### src/rtl/iob_bus_demux.sv
// IOb bus demultiplexer: one master to N_SLAVES slaves, read responses kept in order by a
// routing FIFO. Optional macro IOB_BUS_DEMUX_ERR_EN adds unmapped-address error responses.
module iob_bus_demux #(
    parameter int ADDR_W    = 32,
    parameter int DATA_W    = 32,
    parameter int N_SLAVES  = 4,
    parameter int P_SLAVES  = ADDR_W - 2,
    parameter int MAX_OUTST = 4
) (
    input  logic                         clk_i,
    input  logic                         rst_i,
    input  logic                         cke_i,
`ifdef IOB_BUS_DEMUX_ERR_EN
    output logic                         err_o,
`endif
    input  logic                         m_avalid_i,
    input  logic [ADDR_W-1:0]            m_addr_i,
    input  logic [DATA_W-1:0]            m_wdata_i,
    input  logic [DATA_W/8-1:0]          m_wstrb_i,
    output logic                         m_ready_o,
    output logic                         m_rvalid_o,
    output logic [DATA_W-1:0]            m_rdata_o,
    output logic [N_SLAVES-1:0]          s_avalid_o,
    output logic [N_SLAVES*ADDR_W-1:0]   s_addr_o,
    output logic [N_SLAVES*DATA_W-1:0]   s_wdata_o,
    output logic [N_SLAVES*DATA_W/8-1:0] s_wstrb_o,
    input  logic [N_SLAVES-1:0]          s_ready_i,
    input  logic [N_SLAVES-1:0]          s_rvalid_i,
    input  logic [N_SLAVES*DATA_W-1:0]   s_rdata_i
);

    localparam int SEL_W = $clog2(N_SLAVES);
    localparam int PTR_W = (MAX_OUTST > 1) ? $clog2(MAX_OUTST) : 1;
    localparam int CNT_W = $clog2(MAX_OUTST) + 1;
    localparam logic [SEL_W:0]   N_SLV    = (SEL_W + 1)'(N_SLAVES);
    localparam logic [SEL_W-1:0] LAST_IDX = SEL_W'(N_SLAVES - 1);
    localparam logic [CNT_W-1:0] CNT_FULL = CNT_W'(MAX_OUTST);

    typedef struct packed {
        logic             err;
        logic [SEL_W-1:0] idx;
    } route_t;

    route_t           fifo_mem [0:MAX_OUTST-1];
    route_t           last_route;
    logic [PTR_W-1:0] rd_ptr;
    logic [PTR_W-1:0] wr_ptr;
    logic [CNT_W-1:0] count;

    logic [SEL_W-1:0]  sel;
    logic              unmapped;
    route_t            req_route;
    route_t            head;
    logic              is_read;
    logic              empty;
    logic              full;
    logic              stall;
    logic              slave_ready;
    logic              accept;
    logic              push;
    logic              pop;
    logic [DATA_W-1:0] head_rdata;

    function automatic logic [PTR_W-1:0] ptr_inc(input logic [PTR_W-1:0] p);
        return (MAX_OUTST == 1) ? '0 : p + 1'b1;
    endfunction

    assign s_addr_o  = {N_SLAVES{m_addr_i}};
    assign s_wdata_o = {N_SLAVES{m_wdata_i}};
    assign s_wstrb_o = {N_SLAVES{m_wstrb_i}};

    assign sel           = m_addr_i[P_SLAVES -: SEL_W];
    assign unmapped      = ({1'b0, sel} >= N_SLV);
    assign req_route.idx = unmapped ? LAST_IDX : sel;
`ifdef IOB_BUS_DEMUX_ERR_EN
    assign req_route.err = unmapped;
    assign slave_ready   = unmapped ? 1'b1 : s_ready_i[req_route.idx];
`else
    assign req_route.err = 1'b0;
    assign slave_ready   = s_ready_i[req_route.idx];
`endif

    // Reset forces the FIFO to look empty so the master sees a clean bus immediately.
    assign empty   = rst_i || (count == '0);
    assign full    = !rst_i && (count == CNT_FULL);
    assign head    = fifo_mem[rd_ptr];
    assign is_read = (m_wstrb_i == '0);

    always_comb begin
        head_rdata = '0;
        for (int i = 0; i < N_SLAVES; i++) begin
            if (head.idx == SEL_W'(i)) head_rdata = s_rdata_i[i*DATA_W +: DATA_W];
        end
    end

    assign m_rvalid_o = !empty && (head.err || s_rvalid_i[head.idx]);
    assign m_rdata_o  = empty ? '0 : (head.err ? '1 : head_rdata);
    assign pop        = m_rvalid_o;

    // A full FIFO still accepts a read when the head pops in the same cycle.
    assign stall     = is_read && ((full && !pop) || (!empty && (req_route != last_route)));
    assign m_ready_o = slave_ready && !stall;
    assign accept    = m_avalid_i && m_ready_o && cke_i;
    assign push      = accept && is_read;

    // NOTE: every always_comb output gets a default first, so no path can infer a latch.
    always_comb begin
        s_avalid_o = '0;
        if (m_avalid_i && !stall && !req_route.err) s_avalid_o[req_route.idx] = 1'b1;
    end

    // NOTE: sequential state uses non-blocking assignments only.
    always_ff @(posedge clk_i) begin
        if (rst_i) begin
            rd_ptr <= '0;
            wr_ptr <= '0;
            count  <= '0;
        end else if (cke_i) begin
            if (push) wr_ptr <= ptr_inc(wr_ptr);
            if (pop)  rd_ptr <= ptr_inc(rd_ptr);
            if (push && !pop)      count <= count + 1'b1;
            else if (pop && !push) count <= count - 1'b1;
        end
    end

    // NOTE: FIFO storage is not reset; occupancy alone decides which entries are valid.
    always_ff @(posedge clk_i) begin
        if (cke_i && push) begin
            fifo_mem[wr_ptr] <= req_route;
            last_route       <= req_route;
        end
    end

`ifdef IOB_BUS_DEMUX_ERR_EN
    logic err_q;

    always_ff @(posedge clk_i) begin
        if (rst_i)                     err_q <= 1'b0;
        else if (accept && unmapped)   err_q <= 1'b1;
    end

    assign err_o = err_q;
`endif

endmodule

### config.mk
export PLATFORM = sky130hd
export DESIGN_NAME = iob_bus_demux
export DESIGN_NICKNAME = d
export VERILOG_FILES = /design/src/rtl/iob_bus_demux.sv
export SDC_FILE = /design/constraint.sdc
export NUM_CORES = 1
export LEC_CHECK = 0
export ABC_AREA = 1
export BUFFER_PORTS_ARGS = -buffer_cell sky130_fd_sc_hd__clkbuf_2
export CAP_MARGIN = 25
export CORE_AREA = 5 5 198 200
export CTS_BUF_LIST = sky130_fd_sc_hd__clkbuf_8
export CTS_CLUSTER_DIAMETER = 80
export CTS_CLUSTER_SIZE = 25
export DETAILED_ROUTE_END_ITERATION = 8
export DIE_AREA = 0 0 203 205
export SYNTH_ARGS = -nofsm -noshare
export SYNTH_HDL_FRONTEND = slang
export SYNTH_SLANG_ARGS = --single-unit
export TNS_END_PERCENT = 50
### constraint.sdc
create_clock -name clk_i -period 2.4 [get_ports clk_i]
set_input_delay 0.24 -clock clk_i [delete_from_list [all_inputs] [get_ports clk_i]]
set_output_delay 0.24 -clock clk_i [all_outputs]
set_load 0.05 [all_outputs]
==> impl_metrics.toml <==
[global_routing]
grt_max_degree = 39
grt_overflow = 0
track_usage_pct = 7.84
grt_pass1_wl_um = 24000
grt_pass1_vias = 3604
antenna_found_initial = 3

[timing]
drv_slew = 0
finalHoldViolCount = 0
min_period_ns = 2.34
timing.final.ws_setup_ns = 0.0606
skew_ns = 0.00229
rsz0062_at_grt = "yes"
fin_hold_ws_ns = 0.411
tns_ns = 0
setup_viol = 0
worst_pin_slew_ns = 0.369
finalCritPeriodShare_pct = 97.5
max_slew_margin_pct = 75.1
max_freq_ghz = 0.427

[clock_network]
clkTransAtPathRegs_ns = 0.07
hold_buffers = 0
clock-root-buffer = "clkbuf_8"
cts_buffer_depth = 2
clock_latency_ns = 0.26
clock_sinks = 19
numCtsBuffers = 3
htreeDepth = 1
cts_tree = "built"

[logic_synthesis]
syn_nets = 803
ys_types = 33
synthTopCellsByArea = "buf_4 (51%), o21ai_0 (8.8%), edfxtp_1 (7.5%)"
synth_area_leader_cell = "buf_4"
seq_area_frac_synth_pct = 11.9
syn_area_per_cell_um2 = 6.84
ys.flop_type = "edfxtp_1"
ys_warn_count = 0
syn_inst = 589
async_flop_share_pct = 0
syn_area_um2 = 4030
synth_edf_count = 10
ys_seq_elements = 19
yosysTopAreaCellShare_pct = 51.1

[placement]
preCtsSetupSlack_ns = -0.0119
hpwlAfterDp_um = 15300
port_buffers = 207
gp_congestion = 0.818

[worst_setup_path]
cp-end-kind = "register"
slowest_delay_ns = 0.42
crit_type = "register to register"
rrSetupSlack_ns = 0.06
cp.required_ns = 2.55
cp_max_fo = 3
crit_top_cell = "nand2_2"
path_cells = "nand2_4 -> nand3_4 -> nand3b_1 -> nand2_2 -> nand2_2 -> nand3_2 -> nand2_2 -> nand2_2 -> nand2_4 -> nand3_4 -> inv_2 -> ha_4 -> inv_2 -> fa_2 -> xnor2_2 -> nand2_1 -> o21ai_1 -> a21oi_1"
worstPathArrival_ns = 2.49
critPathSlowestCell = "edfxtp_1"
start_kind = "register"
worstRegToRegCells = 18

[final_layout]
fillCellCount = 4260
sequential_cell_area_um2 = 485
final_cell_mix = "clkbuf_2 (173), o21ai_0 (51), nand2_1 (34)"
fin_nets = 761
multi_input_area_um2 = 1670
drive_gt1_share_pct = 62.1
syn_to_final_growth_pct = 18.4
layout.cells.most_common = "clkbuf_2"
final_core_util_pct = 12.8

[status]
status = "finished clean"

[detailed_routing]
drc = 0
wire_per_inst_um = 18.1
first_iter_violations = 91
viasPerCell = 3.34
num_vias = 3414
route.antenna.remaining_nets = 0
wl_um = 18500
drt-pass1-iter-count = 4

[power_and_ir_drop]
power.density_nw_per_um2 = 205
ir_drop_v = 0.000432
p_leak_nw = 2.03

[worst_hold_path]
hp-class = "input pin to register"
min_path_cells = 5

[floorplan]
coreArea_um2 = 37200
die_area_um2 = 41600
die_width_um = 203
pin_count = 518
rows = 71
start_util_pct = 10.8
die_h_um = 205

[flow_run]
maxCapViolations = 0
==> metrics by stage <==
| stage | std cells | cell area, µm² | total power, mW |
|---|---|---|---|
| global placement | 1006 | 4170 | 0.727 |
| finish | 1021 | 4770 | 0.978 |
| detailed placement | 1006 | 4170 | 0.730 |
| global route | 1020 | 4770 | 1.03 |
| floorplan | 589 | 4030 | 1.66 |
| CTS | 1012 | 4330 | 0.967 |
==> worst max-delay path: cells and delay by family, from the launching register on <==
kind / cells / cell delay (ns)
AO/OA/AOI/OAI: 2 / 0.18
buffers and inverters: 2 / 0.10
flip-flops: 1 / 0.42
XOR/XNOR: 1 / 0.17
adder cells (fa/ha/maj): 2 / 0.49
AND/OR/NAND/NOR: 11 / 0.85
==> routing by layer <==
layer,wire length (µm),GRT usage (%),vias to the layer above,share of wire [%]
met1,5820,7.22,1444,31
li1,-,-,1552,-
met2,9300,14.0,333,50
met4,697,2.74,6,3.8
met3,2680,4.97,79,14
met5,41,0.357,-,0.22
==> area by class of cell <==
type,instances,area share (%)
clock buffer,3,0.866
multi-input combinational,248,35.0
clock inverter,1,0.157
inverter,32,2.62
sequential,19,10.2
timing repair buffer,243,38.7
antenna,1,0.0525
tap,474,12.4
==> kinds of logic after synthesis <==
kind of cell             Yosys count  synth area share [%]
buffers and inverters            322                  55.8
AO/OA/AOI/OAI                    121                  16.4
AND/OR/NAND/NOR                  118                  13.2
flip-flops                        19                  11.9
adder cells (fa/ha/maj)            6                  2.05
XOR/XNOR                           3                 0.652
==> cell usage after synthesis, drive strengths merged (7+ instances only) <==
cell / n
buf: 281
o21ai: 71
nand2: 70
inv: 32
nor2: 26
a21oi: 24
nand3: 11
edfxtp: 10
clkbuf: 9
dfxtp: 9
o22ai: 9
a31oi: 7
==> worst paths after layout <==
path / from / endpoint
max: fifo_mem[0][0] / count[2]
min: cke_i / register
max reg2reg: fifo_mem[0][0] / count[2]
min reg2reg: rd_ptr[1] / register
==> timing repair <==
action,in CTS,in global routing
gates resized for setup,28,122
pin swaps,7,25
hold endpoints to repair,0,0
endpoints found under the setup margin,31,36
gates cloned,0,1
setup buffers,2,7
==> report_power, final <==
| group | internal, mW | switching [mW] |
|---|---|---|
| Sequential | 0.341 | 0.00111 |
| Clock | 0.117 | 0.113 |
| Combinational | 0.165 | 0.240 |
Note: power is estimated with default switching activity, not from simulation.
